File: src/rtl/uart_bridge_pkg.sv
// Shared types and width helpers for the UART <-> word-memory bridge.
// Holds the TX serialiser state encoding and index/counter width helpers.
package uart_bridge_pkg;

   localparam int BYTE_W = 8;

   typedef enum logic [2:0] {
      TX_IDLE,
      TX_FETCH,
      TX_WAIT,
      TX_LOAD,
      TX_ISSUE,
      TX_ACK,
      TX_DRAIN
   } tx_state_t;

   // Width of a counter holding 0..n-1, never narrower than one bit.
   function automatic int idx_w(input int n);
      return (n < 2) ? 1 : $clog2(n);
   endfunction

endpackage

File: src/rtl/uart_word_bridge_phy.sv
// 8N1 UART byte cores: one receiver and one transmitter sharing a bit timer width.
// Ports: clk, reset (sync, active high), rxd/txd serial lines,
//   tx_start/tx_byte/tx_busy byte send side, rx_busy/rx_byte byte receive side.
module uart_word_bridge_phy
   import uart_bridge_pkg::*;
#(
   parameter int CLKS_PER_BIT = 434
) (
   input  logic              clk,
   input  logic              reset,
   input  logic              rxd,
   output logic              txd,
   input  logic              tx_start,
   input  logic [BYTE_W-1:0] tx_byte,
   output logic              tx_busy,
   output logic              rx_busy,
   output logic [BYTE_W-1:0] rx_byte
);

   localparam int CW = idx_w(CLKS_PER_BIT);
   localparam logic [CW-1:0] BIT_LAST = CW'(CLKS_PER_BIT - 1);
   localparam logic [CW-1:0] HALF_BIT = CW'(CLKS_PER_BIT / 2 - 1);

   // Receiver: rx_busy only rises once the start bit is confirmed at
   // mid-bit, so a line glitch never produces a busy fall.
   logic [1:0]    sync;
   logic          rx_act;
   logic [3:0]    rx_bit;
   logic [CW-1:0] rx_cnt;

   always_ff @(posedge clk) begin
      if (reset) begin
         sync    <= 2'b11;
         rx_act  <= 1'b0;
         rx_busy <= 1'b0;
         rx_bit  <= '0;
         rx_cnt  <= '0;
         rx_byte <= '0;
      end else begin
         sync <= {sync[0], rxd};
         if (!rx_act) begin
            if (!sync[1]) begin
               rx_act <= 1'b1;
               rx_bit <= '0;
               rx_cnt <= HALF_BIT;
            end
         end else if (rx_cnt != '0) begin
            rx_cnt <= rx_cnt - 1'b1;
         end else begin
            rx_cnt <= BIT_LAST;
            rx_bit <= rx_bit + 1'b1;
            if (rx_bit == 4'd0) begin
               if (sync[1]) rx_act <= 1'b0;
               else         rx_busy <= 1'b1;
            end else if (rx_bit == 4'd9) begin
               rx_act  <= 1'b0;
               rx_busy <= 1'b0;
            end else begin
               rx_byte <= {sync[1], rx_byte[7:1]};
            end
         end
      end
   end

   // Transmitter: start, 8 data bits LSB first, stop; idle line high.
   logic [9:0]    tx_sh;
   logic [3:0]    tx_bit;
   logic [CW-1:0] tx_cnt;

   always_ff @(posedge clk) begin
      if (reset) begin
         tx_sh   <= '1;
         tx_busy <= 1'b0;
         tx_bit  <= '0;
         tx_cnt  <= '0;
      end else if (!tx_busy) begin
         if (tx_start) begin
            tx_sh   <= {1'b1, tx_byte, 1'b0};
            tx_busy <= 1'b1;
            tx_bit  <= '0;
            tx_cnt  <= BIT_LAST;
         end
      end else if (tx_cnt != '0) begin
         tx_cnt <= tx_cnt - 1'b1;
      end else begin
         tx_cnt <= BIT_LAST;
         tx_sh  <= {1'b1, tx_sh[9:1]};
         tx_bit <= tx_bit + 1'b1;
         if (tx_bit == 4'd9) tx_busy <= 1'b0;
      end
   end

   assign txd = tx_sh[0];

endmodule

File: src/rtl/uart_word_bridge.sv
// UART <-> memory bridge: packs RX bytes into words for a sample RAM and
// serialises result-RAM words onto the UART, LSB byte first.
// Ports: CLOCK_50/RESET; UART_RXD/UART_TXD; START/STOP arm RX capture;
//   wr_en/wr_address/wr_data/wr_full/rx_err write side;
//   TX_EN/rd_en/rd_address/rd_data/tx_busy/tx_done read side.
module uart_word_bridge
   import uart_bridge_pkg::*;
#(
   parameter int RX_BYTES     = 2,
   parameter int TX_BYTES     = 5,
   parameter int WR_AW        = 14,
   parameter int RD_AW        = 10,
   parameter int RD_LATENCY   = 1,
   parameter int RX_TIMEOUT   = 50000,
   parameter int WR_WRAP      = 1,
   parameter int CLKS_PER_BIT = 434
) (
   input  logic                       CLOCK_50,
   input  logic                       RESET,
   input  logic                       UART_RXD,
   output logic                       UART_TXD,
   input  logic                       START,
   input  logic                       STOP,
   output logic                       wr_en,
   output logic [WR_AW-1:0]           wr_address,
   output logic [BYTE_W*RX_BYTES-1:0] wr_data,
   output logic                       wr_full,
   output logic                       rx_err,
   input  logic                       TX_EN,
   output logic                       rd_en,
   output logic [RD_AW-1:0]           rd_address,
   input  logic [BYTE_W*TX_BYTES-1:0] rd_data,
   output logic                       tx_busy,
   output logic                       tx_done
);

   localparam int IW = idx_w(RX_BYTES);
   localparam int TW = idx_w(RX_TIMEOUT);
   localparam int KW = idx_w(TX_BYTES);
   localparam int LW = idx_w(RD_LATENCY);

   localparam logic [IW-1:0]    RX_LAST  = IW'(RX_BYTES - 1);
   localparam logic [TW-1:0]    TMO_LAST = TW'(RX_TIMEOUT - 1);
   localparam logic [KW-1:0]    TX_LAST  = KW'(TX_BYTES - 1);
   localparam logic [LW-1:0]    LAT_LAST = LW'(RD_LATENCY - 1);
   localparam logic [WR_AW-1:0] WR_MAX   = '1;

   logic              core_tx_start;
   logic [BYTE_W-1:0] core_tx_byte;
   logic              core_tx_busy;
   logic              core_rx_busy;
   logic [BYTE_W-1:0] core_rx_byte;

   uart_word_bridge_phy #(
      .CLKS_PER_BIT (CLKS_PER_BIT)
   ) u_phy (
      .clk      (CLOCK_50),
      .reset    (RESET),
      .rxd      (UART_RXD),
      .txd      (UART_TXD),
      .tx_start (core_tx_start),
      .tx_byte  (core_tx_byte),
      .tx_busy  (core_tx_busy),
      .rx_busy  (core_rx_busy),
      .rx_byte  (core_rx_byte)
   );

   // RX packer
   logic          rx_busy_q;
   logic          rx_valid;
   logic          armed;
   logic [IW-1:0] idx;
   logic [TW-1:0] timer;

   assign rx_valid = rx_busy_q && !core_rx_busy;

   always_ff @(posedge CLOCK_50) begin
      if (RESET) begin
         rx_busy_q  <= 1'b0;
         armed      <= 1'b0;
         idx        <= '0;
         timer      <= '0;
         wr_en      <= 1'b0;
         wr_address <= '0;
         wr_data    <= '0;
         wr_full    <= 1'b0;
         rx_err     <= 1'b0;
      end else begin
         rx_busy_q <= core_rx_busy;
         wr_en     <= 1'b0;
         rx_err    <= 1'b0;
         // Address advances the cycle after the strobe.
         if (wr_en) begin
            if (WR_WRAP != 0)           wr_address <= wr_address + 1'b1;
            else if (wr_address == WR_MAX) wr_full <= 1'b1;
            else                        wr_address <= wr_address + 1'b1;
         end
         if (STOP) begin
            armed   <= 1'b0;
            idx     <= '0;
            timer   <= '0;
            wr_data <= '0;
         end else begin
            if (START) armed <= 1'b1;
            // A byte landing on the timeout cycle wins.
            if (rx_valid && armed) begin
               wr_data[BYTE_W*idx +: BYTE_W] <= core_rx_byte;
               timer <= '0;
               if (idx == RX_LAST) begin
                  idx   <= '0;
                  wr_en <= !wr_full;
               end else begin
                  idx <= idx + 1'b1;
               end
            end else if (idx != '0) begin
               if (timer == TMO_LAST) begin
                  idx    <= '0;
                  timer  <= '0;
                  rx_err <= 1'b1;
               end else begin
                  timer <= timer + 1'b1;
               end
            end else begin
               timer <= '0;
            end
         end
      end
   end

   // TX serialiser
   tx_state_t                  state, state_n;
   logic [KW-1:0]              k, k_n;
   logic [LW-1:0]              wcnt, wcnt_n;
   logic [BYTE_W*TX_BYTES-1:0] word, word_n;
   logic [RD_AW-1:0]           rd_addr_n;

   always_ff @(posedge CLOCK_50) begin
      if (RESET) begin
         state      <= TX_IDLE;
         k          <= '0;
         wcnt       <= '0;
         word       <= '0;
         rd_address <= '0;
      end else begin
         state      <= state_n;
         k          <= k_n;
         wcnt       <= wcnt_n;
         word       <= word_n;
         rd_address <= rd_addr_n;
      end
   end

   always_comb begin
      state_n       = state;
      k_n           = k;
      wcnt_n        = wcnt;
      word_n        = word;
      rd_addr_n     = rd_address;
      rd_en         = 1'b0;
      core_tx_start = 1'b0;
      tx_done       = 1'b0;
      unique case (state)
         TX_IDLE:  if (TX_EN) state_n = TX_FETCH;
         TX_FETCH: begin
            rd_en   = 1'b1;
            wcnt_n  = '0;
            state_n = TX_WAIT;
         end
         TX_WAIT: begin
            if (wcnt == LAT_LAST) state_n = TX_LOAD;
            else                  wcnt_n  = wcnt + 1'b1;
         end
         TX_LOAD: begin
            word_n  = rd_data;
            k_n     = '0;
            state_n = TX_ISSUE;
         end
         TX_ISSUE: begin
            if (!core_tx_busy) begin
               core_tx_start = 1'b1;
               state_n       = TX_ACK;
            end
         end
         TX_ACK: if (core_tx_busy) state_n = TX_DRAIN;
         TX_DRAIN: begin
            if (!core_tx_busy) begin
               if (k != TX_LAST) begin
                  k_n     = k + 1'b1;
                  state_n = TX_ISSUE;
               end else begin
                  tx_done   = 1'b1;
                  rd_addr_n = rd_address + 1'b1;
                  state_n   = TX_EN ? TX_FETCH : TX_IDLE;
               end
            end
         end
         default: state_n = TX_IDLE;
      endcase
   end

   // Word and k only change at LOAD and DRAIN exit, so the byte is stable.
   assign core_tx_byte = word[BYTE_W*k +: BYTE_W];
   assign tx_busy      = (state != TX_IDLE);

endmodule

File: config.mk
export PLATFORM = sky130hd
export DESIGN_NAME = uart_word_bridge
export DESIGN_NICKNAME = d
export VERILOG_FILES = /design/src/rtl/uart_bridge_pkg.sv /design/src/rtl/uart_word_bridge_phy.sv /design/src/rtl/uart_word_bridge.sv
export SDC_FILE = /design/constraint.sdc
export NUM_CORES = 1
export LEC_CHECK = 0
export CORE_MARGIN = 4
export CORE_UTILIZATION = 60
export CTS_BUF_LIST = sky130_fd_sc_hd__clkbuf_4 sky130_fd_sc_hd__clkbuf_8
export CTS_CLUSTER_DIAMETER = 40
export DETAILED_ROUTE_END_ITERATION = 7
export PLACE_DENSITY = 0.95
export SYNTH_ARGS = -nofsm -noshare
export SYNTH_HDL_FRONTEND = slang
export SYNTH_HIERARCHICAL = 1
export SYNTH_SLANG_ARGS = --single-unit
File: constraint.sdc
create_clock -name CLOCK_50 -period 3.66 [get_ports CLOCK_50]
set_input_delay 0.549 -clock CLOCK_50 [delete_from_list [all_inputs] [get_ports CLOCK_50]]
set_output_delay 0.549 -clock CLOCK_50 [all_outputs]
set_load 0.02 [all_outputs]
==> results of run 1 <==
==> Yosys cell counts (2+ instances only) <==
library cell / n / area share [%]
sky130_fd_sc_hd__a211oi_1: 11 / 1.2
sky130_fd_sc_hd__a21oi_1: 92 / 6.7
sky130_fd_sc_hd__a2bb2oi_1: 2 / 0.26
sky130_fd_sc_hd__a311oi_1: 2 / 0.26
sky130_fd_sc_hd__a31oi_1: 6 / 0.55
sky130_fd_sc_hd__and2_1: 9 / 0.82
sky130_fd_sc_hd__and3_1: 3 / 0.27
sky130_fd_sc_hd__and4_1: 5 / 0.64
sky130_fd_sc_hd__buf_1: 4 / 0.22
sky130_fd_sc_hd__buf_2: 2 / 0.15
sky130_fd_sc_hd__clkbuf_1: 41 / 2.2
sky130_fd_sc_hd__dfxtp_1: 155 / 45
sky130_fd_sc_hd__ha_1: 12 / 2.2
sky130_fd_sc_hd__inv_1: 19 / 1.0
sky130_fd_sc_hd__mux2i_1: 27 / 3.9
sky130_fd_sc_hd__nand2_1: 139 / 7.6
sky130_fd_sc_hd__nand2b_1: 17 / 1.6
sky130_fd_sc_hd__nand3_1: 18 / 1.3
sky130_fd_sc_hd__nand3b_1: 4 / 0.44
sky130_fd_sc_hd__nand4_1: 12 / 1.1
sky130_fd_sc_hd__nand4b_1: 4 / 0.51
sky130_fd_sc_hd__nand4bb_1: 2 / 0.33
sky130_fd_sc_hd__nor2_1: 69 / 3.8
sky130_fd_sc_hd__nor2_2: 10 / 0.91
sky130_fd_sc_hd__nor2b_1: 3 / 0.27
sky130_fd_sc_hd__nor3_1: 26 / 1.9
sky130_fd_sc_hd__nor3b_1: 2 / 0.22
sky130_fd_sc_hd__nor4_1: 9 / 0.82
sky130_fd_sc_hd__o21a_1: 2 / 0.22
sky130_fd_sc_hd__o21ai_0: 14 / 1.0
sky130_fd_sc_hd__o22ai_1: 10 / 0.91
sky130_fd_sc_hd__o31ai_1: 4 / 0.44
sky130_fd_sc_hd__or2_2: 6 / 0.55
sky130_fd_sc_hd__or3_1: 9 / 0.82
sky130_fd_sc_hd__or3b_2: 2 / 0.26
sky130_fd_sc_hd__or4_1: 5 / 0.55
sky130_fd_sc_hd__or4_4: 2 / 0.33
sky130_fd_sc_hd__xnor2_1: 19 / 2.4
sky130_fd_sc_hd__xor2_1: 20 / 2.6
==> per-layer routing <==
layer  track usage, %  up-vias  part of all wire (%)
met1             28.6     2806                    43
li1                 -     2962                     -
met5                0        -                     0
met4             9.15        0                   1.9
met2             40.3      217                    49
met3             5.84       31                   6.1
==> final timing paths <==
path	endpoint	slack, ps	cells past startpoint
max	tx_done	740	3
min reg2reg	u_phy/sync[1]	410	1
max reg2reg	u_phy/tx_sh[6]	1250	6
min	u_phy/sync[1]	410	1
==> cell families (layout without fill, tap and decap cells) <==
family                   count (synthesis)  in the layout  share of synthesized area, %
other                                    1              1                        0.0548
buffers and inverters                   70            147                          4.20
XOR/XNOR                                39             39                          4.99
AO/OA/AOI/OAI                          154            154                          13.1
flip-flops                             155            155                          45.3
adder cells (fa/ha/maj)                 12             12                          2.19
multiplexers                            28             28                          4.11
AND/OR/NAND/NOR                        363            363                          26.0
==> power breakdown <==
group	internal [uW]	switching, uW	total, uW	leakage (uW)
sequential	1730	45.4	1780	0.00125
clock	613	590	1200	0.000187
combinational	156	196	352	0.00129
total	2500	831	3330	0.00273
==> sequential cells by signal (all words and copies together), names as in the netlist, 2 cells and up <==
register,cells
u_phy/sync,2
u_phy/tx_bit,4
wr_data,16
wr_address,14
state,3
rd_address,10
u_phy/rx_bit,4
word,40
u_phy/rx_byte,8
u_phy/tx_cnt,9
u_phy/tx_sh,9
timer,16
u_phy/rx_cnt,9
k,3
==> per-stage QoR <==
step / area, um^2 / worst slack [ps] / utilization [%]
global placement: 7770 / 1290 / 70.8
CTS: 8140 / 725 / 74.1
finish: 8140 / 737 / 74.1
global route: 8140 / 550 / 74.1
detailed placement: 7770 / 1220 / 70.8
floorplan: 6850 / 1530 / -
==> final cells by class <==
type	instances	area [um^2]	area share, %
multi-input combinational	597	3460	42.5
sequential	155	3100	38.1
timing repair buffer	98	961	11.8
clock buffer	23	304	3.73
tap	140	175	2.15
inverter	20	75.1	0.922
clock inverter	6	63.8	0.784
==> metrics.json, run 1 <==
{
  "syn_area_um2": 6850,
  "synthDistinctLibCells": 63,
  "top_level_ports": 93,
  "finish.net_count": 947,
  "arrival_ps": 2370,
  "mappedNetlistNets": 880,
  "critPathSlowestCell": "sky130_fd_sc_hd__dfxtp_1",
  "antenna_left": 0,
  "globalRouteOverflowTotal": 0,
  "htree_num_levels": 4,
  "timing.setup.critical_path_class": "register to output pin",
  "period_needed_ps": 2920,
  "wire_per_inst_um": 14.8,
  "syn-instance-count": 822,
  "antenna_cells": 0,
  "globalplace.congestion": 0.836,
  "number_of_enable_flip_flop_cells_after_synthesis": 0,
  "crit_start": "k[2]",
  "finalSetupViolations": 0,
  "global_route_wire_length_before_repair_mm": 25.6,
  "final_hold_viol_count": 0,
  "most_common_library_cell_in_the_layout_ignoring_fill_and_taps": "sky130_fd_sc_hd__dfxtp_1",
  "portBuffers": 91,
  "critical_path.max_fanout": 15,
  "cts_made_buffers": 17,
  "required_time_at_the_worst_slack_endpoint_ps": 3110,
  "timing.hold.worst.class": "register to register",
  "pin_count_of_the_biggest_net_entering_global_routing": 54,
  "hold-worst-slack_ps": 409,
  "finalMaxSlewViolations": 0,
  "syn2layout_area_growth_pct": 18.9,
  "ir_worst_vdd_mv": 0.291,
  "end_kind": "output pin",
  "drt_pass1_iterations": 6,
  "initial_antenna_violation_count": 0,
  "cts.hold.buffers_added": 0,
  "post_cts.resized_instances": 0,
  "global_route.usage.total_pct": 23.6,
  "timing.final.crit_share_pct": 79.9,
  "finalWirelength_mm": 15.4,
  "design.core.area_um2": 11000,
  "routed-via-count": 6016,
  "chipHeight_um": 115,
  "clockBufferDepth": 2,
  "skew_ps": 5.98,
  "critPathBufInv": 1,
  "critPathMaxStageDelay_ps": 760,
  "post_synth.cell_area_avg_um2": 8.33,
  "status": "completed",
  "critPathLaunchType": "register",
  "final_layout_size_suffix_gt1_share_pct": 7.68,
  "max-cap-violations": 0,
  "synth-warning-count": 6,
  "overall_die_area_um2": 13200,
  "drt_first_iter_violations": 630,
  "dp.cells": 1010,
  "final_cell_mix": "155 x sky130_fd_sc_hd__dfxtp_1, 139 x sky130_fd_sc_hd__nand2_1, 92 x sky130_fd_sc_hd__a21oi_1",
  "die_width_um": 115,
  "detail_route.vias_per_cell": 5.79,
  "crit-reg2reg-launch": "u_phy/tx_cnt[0]",
  "postSynth.asyncResetShare_pct": 0,
  "clkLatencyLatePin_ps": 450,
  "cts.clk_slew.worst_paths_ps": 80,
  "powerDensity_nw_per_um2": 410,
  "static-leakage-power_uw": 0.00273,
  "post-route-drc-count": 0,
  "floorplan.rows": 38,
  "stdcell_count": 1039,
  "place_hpwl_mm": 10.2,
  "start_util_pct": 62.4,
  "tritoncts_clock_tree": "done",
  "ys_seq_area_share_pct": 45.3,
  "synth-main-ff-cell": "sky130_fd_sc_hd__dfxtp_1",
  "path_cells": "nand2_1 -> nor2_1 -> clkdlybuf4s50_1",
  "clock-sinks": 155,
  "sum_of_negative_setup_slack_ps": 0,
  "tightest_slew_ps": 747,
  "synth.ff_latch_count": 155,
  "rsz0062_at_grt": "false",
  "critical_path.top_delay_family": "flip-flops",
  "max_clock_freq_mhz": 342,
  "worst_slew_margin_rel_pct": 50.2,
  "fill_cells": 747,
  "total_power_consumption_of_the_routed_design_uw": 3330,
  "ctsRootBufferMaster": "sky130_fd_sc_hd__clkbuf_8",
  "post-cts-setup-buffer-count": 0,
  "first_global_vias": 5693,
  "holdCritStartpoint": "u_phy/sync[0]"
}
Note: power is estimated with default switching activity, not from simulation.
==> inputs of run 2 (changes only) <==
- CORE_UTILIZATION: 60 -> 51
- PLACE_DENSITY: 0.95 -> 0.87
- clock period: 3.66 -> 2.5 ns (I/O delays scaled with it)
==> run 2 against run 1 <==
Against the previous run:
- cell area up 2.1%
- total power is 58% higher
- sequential power increased by 46%
- via count shrank 3.2%
- hold slack worse by 36 ps
- non-clock buffer count up 3
- sequential share of layout area fell by 0.79 points
- worst setup slack lost 490 ps
- clock-buffer cell count down 4
- global-route usage is 4.9 points lower
==> metrics.json, run 2 (synthesized netlist as in run 1, its figures left out) <==
{
  "grt_util_met1_pct": 24.1,
  "portBuffers": 91,
  "met3_usage_pct": 4.00,
  "wire_per_inst_um": 13.1,
  "final_layout_size_suffix_gt1_share_pct": 8.40,
  "fin_util_pct": 63.0,
  "globalplace.congestion": 0.847,
  "finalMaxSlewViolations": 0,
  "tightest_slew_ps": 738,
  "die_width_um": 124,
  "drt_first_iter_violations": 316,
  "register_bank_with_the_most_flops": "word",
  "holdCritStartpoint": "RESET",
  "clockPowerShare_pct": 41.1,
  "post_dp_cell_area_um2": 7840,
  "global_route.usage.total_pct": 18.7,
  "final_cell_mix": "155 x sky130_fd_sc_hd__dfxtp_1, 139 x sky130_fd_sc_hd__nand2_1, 92 x sky130_fd_sc_hd__a21oi_1",
  "max_clock_freq_mhz": 443,
  "clock-sinks": 155,
  "critical_path.reg2reg.endpoint": "u_phy/tx_cnt[1]",
  "rsz0062_at_grt": "false",
  "pre_cts_ws_ps": 193,
  "chipHeight_um": 124,
  "clkLatencyLatePin_ps": 440,
  "grtUsageMet2_pct": 30.8,
  "arrival_ps": 1880,
  "design.core.area_um2": 13200,
  "critPathBufInv": 2,
  "start_util_pct": 51.9,
  "finish.net_count": 950,
  "finalInstanceArea_um2": 8310,
  "largest_registers_in_the_final_layout": "word x40, timer x16, wr_data x16",
  "critPathLaunchType": "register",
  "critPathSlowestCell": "sky130_fd_sc_hd__dfxtp_1",
  "switching_share_pct": 24.1,
  "worst_r2r_path_depth": 6,
  "overall_die_area_um2": 15300,
  "worst_slew_margin_rel_pct": 50.8,
  "max-cap-violations": 0,
  "seq_power_share_pct": 49.3,
  "detail_route.vias_per_cell": 5.39,
  "multi_input_area_um2": 3470,
  "tritoncts_clock_tree": "done",
  "floorplan.rows": 42,
  "p_sw_uw": 1270,
  "crit-reg2reg-launch": "u_phy/tx_cnt[0]",
  "first_global_vias": 5200,
  "p_int_uw": 4010,
  "fill_cells": 1069,
  "skew_ps": 15.7,
  "fin_ws_ps": 243,
  "ctsRootBufferMaster": "sky130_fd_sc_hd__clkbuf_8",
  "cts_made_buffers": 17,
  "critical_path.max_fanout": 12,
  "timing.hold.worst.class": "input pin to register",
  "finalWirelength_mm": 14.2,
  "period_needed_ps": 2260,
  "status": "completed",
  "grt_most_used_layer": "met2",
  "hold_path_depth": 2,
  "drt_pass1_iterations": 5,
  "end_kind": "output pin",
  "sum_of_negative_setup_slack_ps": 0,
  "clockBufferDepth": 2,
  "critical_path.top_delay_family": "flip-flops",
  "worst-path-stages": 5,
  "largest_register_ffs": 40,
  "globalRouteOverflowTotal": 0,
  "finalSetupViolations": 0,
  "most_common_library_cell_in_the_layout_ignoring_fill_and_taps": "sky130_fd_sc_hd__dfxtp_1",
  "hold-path-endpoint": "wr_address[0]",
  "timing.setup.critical_path_class": "register to output pin",
  "static-leakage-power_uw": 0.00279,
  "syn2layout_area_growth_pct": 21.4,
  "post-route-drc-count": 0,
  "powerDensity_nw_per_um2": 635,
  "global_route_wire_length_before_repair_mm": 23.3,
  "routed-via-count": 5822,
  "place_hpwl_mm": 9.62,
  "initial_antenna_violation_count": 0,
  "final-seq-area_um2": 3100,
  "antenna_left": 0,
  "critPathMaxStageDelay_ps": 560,
  "htree_num_levels": 4,
  "antenna_cells": 0,
  "setup.reg_to_reg.worst_slack_ps": 320,
  "post-cts-setup-buffer-count": 0,
  "pin_count_of_the_biggest_net_entering_global_routing": 49,
  "timing.final.crit_share_pct": 90.3,
  "path_cells": "inv_1 -> ha_1 -> nand2_1 -> nor2_1 -> dlygate4sd2_1",
  "ir_worst_vdd_mv": 0.419,
  "cts.clk_slew.worst_paths_ps": 90,
  "top_level_ports": 93,
  "required_time_at_the_worst_slack_endpoint_ps": 2120,
  "power.combinational.fraction_pct": 9.6,
  "final_hold_viol_count": 0
}
run 2: metal layers:
layer / wire length (um) / up-vias
li1: - / 2962
met1: 6550 / 2696
met2: 6740 / 149
met3: 724 / 15
met4: 151 / 0
met5: 0 / -
run 2: how the worst max path moves through the flow:
stage                     from              end  slack [ps]
6_report                  k[1]          tx_done         240
5_1_grt                   k[1]          tx_done          80
4_1_cts        u_phy/tx_cnt[0]  u_phy/tx_cnt[5]         160
3_5_place_dp   u_phy/tx_cnt[0]  u_phy/tx_cnt[5]         190
3_3_place_gp   u_phy/tx_cnt[0]  u_phy/tx_cnt[3]         240
2_1_floorplan  u_phy/tx_cnt[0]  u_phy/tx_bit[0]         370
run 2: stage by stage:
step | total power [uW] | hold slack [ps] | std cells
global placement | 3150 | 392 | 1049
floorplan | 2990 | 389 | 822
detailed placement | 3160 | 398 | 1049
CTS | 5310 | 342 | 1081
global route | 5480 | 362 | 1081
finish | 5280 | 373 | 1081
run 2: power groups by stage:
stage / registers (uW) / logic (uW) / clock network, uW
2_1_floorplan: 2630 / 358 / 0
3_3_place_gp: 2650 / 498 / 0
3_5_place_dp: 2660 / 501 / 0
4_1_cts: 2600 / 505 / 2210
5_1_grt: 2610 / 563 / 2310
6_report: 2600 / 507 / 2170
run 2: cell type report:
| type | count | share of cell area [%] |
|---|---|---|
| Tap cell | 176 | 2.65 |
| Sequential cell | 155 | 37.3 |
| Timing Repair Buffer | 101 | 11.8 |
| Clock buffer | 19 | 3.07 |
| Clock inverter | 13 | 2.56 |
| Multi-Input combinational cell | 597 | 41.7 |
| Inverter | 20 | 0.903 |
run 2: repair_timing:
action / in CTS / in global routing
hold buffers: 0 / 0
resized for setup: 1 / 1
setup endpoints to repair: 1 / 3
==> inputs of run 3 (changes only) <==
==> constraint.sdc (replaced) <==
create_clock -name CLOCK_50 -period 2.5 [get_ports CLOCK_50]
set_input_delay 0.5 -clock CLOCK_50 [delete_from_list [all_inputs] [get_ports CLOCK_50]]
set_output_delay 0.5 -clock CLOCK_50 [all_outputs]
set_load 0.02 [all_outputs]
==> run 3 against run 2 <==
Against the previous run:
- sequential power barely moved
- routed wire length rose by 3.9%
- clock power fell by 18%
- combinational power rose by 3%
- clock-buffer cell count rose by 3
- critical path depth fell by 3
==> metrics.json, run 3 (synthesized netlist as in run 1, its figures left out) <==
{
  "timing.hold.worst.class": "register to register",
  "status": "completed",
  "drt_pass1_iterations": 5,
  "path_cells": "nor3b_2 -> clkdlybuf4s50_1",
  "period_needed_ps": 2340,
  "fill_cells": 1105,
  "dr.max_layer_used": "met4",
  "critPathLaunchType": "register",
  "ir_worst_vdd_mv": 0.411,
  "start_util_pct": 51.9,
  "final_layout_size_suffix_gt1_share_pct": 9.03,
  "global_route.usage.total_pct": 19.5,
  "drt_first_iter_violations": 529,
  "skew_ps": 11.8,
  "power.combinational.fraction_pct": 10.7,
  "ctsRootBufferMaster": "sky130_fd_sc_hd__clkbuf_8",
  "cts.clk_slew.worst_paths_ps": 80,
  "detail_route.vias_per_cell": 5.43,
  "timing.setup.critical_path_class": "register to output pin",
  "largest_register_ffs": 40,
  "finish.net_count": 953,
  "global_route_wire_length_before_repair_mm": 24.3,
  "worst_r2r_path_depth": 6,
  "critPathMaxStageDelay_ps": 660,
  "rsz0062_at_grt": "false",
  "holdCritStartpoint": "u_phy/sync[0]",
  "post-cts-setup-buffer-count": 0,
  "timing.final.crit_share_pct": 93.8,
  "p_int_uw": 3650,
  "finalSetupViolations": 0,
  "arrival_ps": 1840,
  "critical_path.reg2reg.endpoint": "u_phy/tx_cnt[6]",
  "die_width_um": 124,
  "max-cap-violations": 0,
  "powerDensity_nw_per_um2": 594,
  "critPathSlowestCell": "sky130_fd_sc_hd__clkdlybuf4s50_1",
  "top_level_ports": 93,
  "wire_per_inst_um": 13.6,
  "hold_path_depth": 1,
  "setup.reg_to_reg.worst_slack_ps": 280,
  "place_hpwl_mm": 9.94,
  "tightest_slew_ps": 714,
  "switching_share_pct": 25.6,
  "critical_path.max_fanout": 9,
  "htree_num_levels": 4,
  "design.core.area_um2": 13200,
  "most_common_library_cell_in_the_layout_ignoring_fill_and_taps": "sky130_fd_sc_hd__dfxtp_1",
  "globalplace.congestion": 0.797,
  "floorplan.rows": 42,
  "antenna_cells": 0,
  "chipHeight_um": 124,
  "clock-sinks": 155,
  "final_cell_mix": "154 x sky130_fd_sc_hd__dfxtp_1, 139 x sky130_fd_sc_hd__nand2_1, 92 x sky130_fd_sc_hd__a21oi_1",
  "antenna_left": 0,
  "clockBufferDepth": 2,
  "critPathBufInv": 1,
  "dr_wl_met3_um": 751,
  "crit-reg2reg-launch": "u_phy/tx_cnt[0]",
  "hold-path-endpoint": "u_phy/sync[1]",
  "finalWirelength_mm": 14.7,
  "first_global_vias": 5398,
  "globalRouteOverflowTotal": 0,
  "clockPowerShare_pct": 36.3,
  "seq_power_share_pct": 53.1,
  "post-route-drc-count": 0,
  "register_bank_with_the_most_flops": "word",
  "portBuffers": 91,
  "required_time_at_the_worst_slack_endpoint_ps": 2000,
  "sum_of_negative_setup_slack_ps": 0,
  "overall_die_area_um2": 15300,
  "cts_made_buffers": 17,
  "worst_slew_margin_rel_pct": 52.4,
  "largest_registers_in_the_final_layout": "word x40, timer x16, wr_data x16",
  "tritoncts_clock_tree": "done",
  "routed-wl-met2_mm": 7.09,
  "routed-via-count": 5891,
  "hold-worst-slack_ps": 425,
  "final_hold_viol_count": 0,
  "pin_count_of_the_biggest_net_entering_global_routing": 49,
  "end_kind": "output pin",
  "finalMaxSlewViolations": 0,
  "syn2layout_area_growth_pct": 20.5,
  "max_clock_freq_mhz": 426,
  "clkLatencyLatePin_ps": 460,
  "initial_antenna_violation_count": 0,
  "p_sw_uw": 1260,
  "static-leakage-power_uw": 0.00276,
  "drt-met1-wl_mm": 6.67,
  "critical_path.top_delay_family": "buffers and inverters"
}
[run 3: routing by layer]
| metal | track usage (%) | vias to the layer above |
|---|---|---|
| met2 | 32.6 | 136 |
| met4 | 6.71 | 0 |
| met3 | 5.27 | 18 |
| li1 | - | 2965 |
| met5 | 0 | - |
| met1 | 24.4 | 2772 |
[run 3: metrics by stage]
stage | util [%] | cells | worst slack [ps] | power [uW] | instance area (um^2)
final | 62.6 | 1084 | 155 | 4910 | 8260
after global routing | 62.6 | 1084 | 25.2 | 5120 | 8260
after CTS | 62.5 | 1084 | 18.0 | 4920 | 8250
after detailed placement | 59.6 | 1052 | 120 | 3170 | 7870
after global placement | 59.6 | 1052 | 244 | 3160 | 7870
after floorplan | - | 822 | 370 | 2990 | 6850
[run 3: worst max path at each step]
stage                    startpoint         endpoint  slack (ps)  cells after the start
global placement    u_phy/tx_cnt[0]  u_phy/tx_cnt[3]         240                      6
finish                     state[0]            rd_en         160                      2
floorplan           u_phy/tx_cnt[0]  u_phy/tx_bit[0]         370                      7
global route               state[0]            rd_en          30                      2
CTS                        state[0]            rd_en          20                      2
detailed placement  u_phy/tx_cnt[0]  u_phy/tx_cnt[5]         120                      6
[run 3: power by group through the flow]
stage | Combinational [uW] | Clock [uW] | Sequential, uW
floorplan | 358 | 0 | 2630
global placement | 507 | 0 | 2650
detailed placement | 516 | 0 | 2660
CTS | 519 | 1800 | 2600
global route | 578 | 1920 | 2610
finish | 523 | 1780 | 2600
[run 3: repair_timing]
item,CTS,global route
endpoints found under the setup margin,1,2
endpoints found under the hold margin,0,0
resized for setup,3,2
hold buffers,0,0
[run 3: cell type report]
class                           instances  area (um^2)  area share [%]
Inverter                               20         75.1           0.909
Clock buffer                           22          284            3.44
Multi-Input combinational cell        597         3470            42.1
Tap cell                              176          220            2.67
Sequential cell                       155         3100            37.6
Clock inverter                         10         93.8            1.14
Timing Repair Buffer                  104         1000            12.2
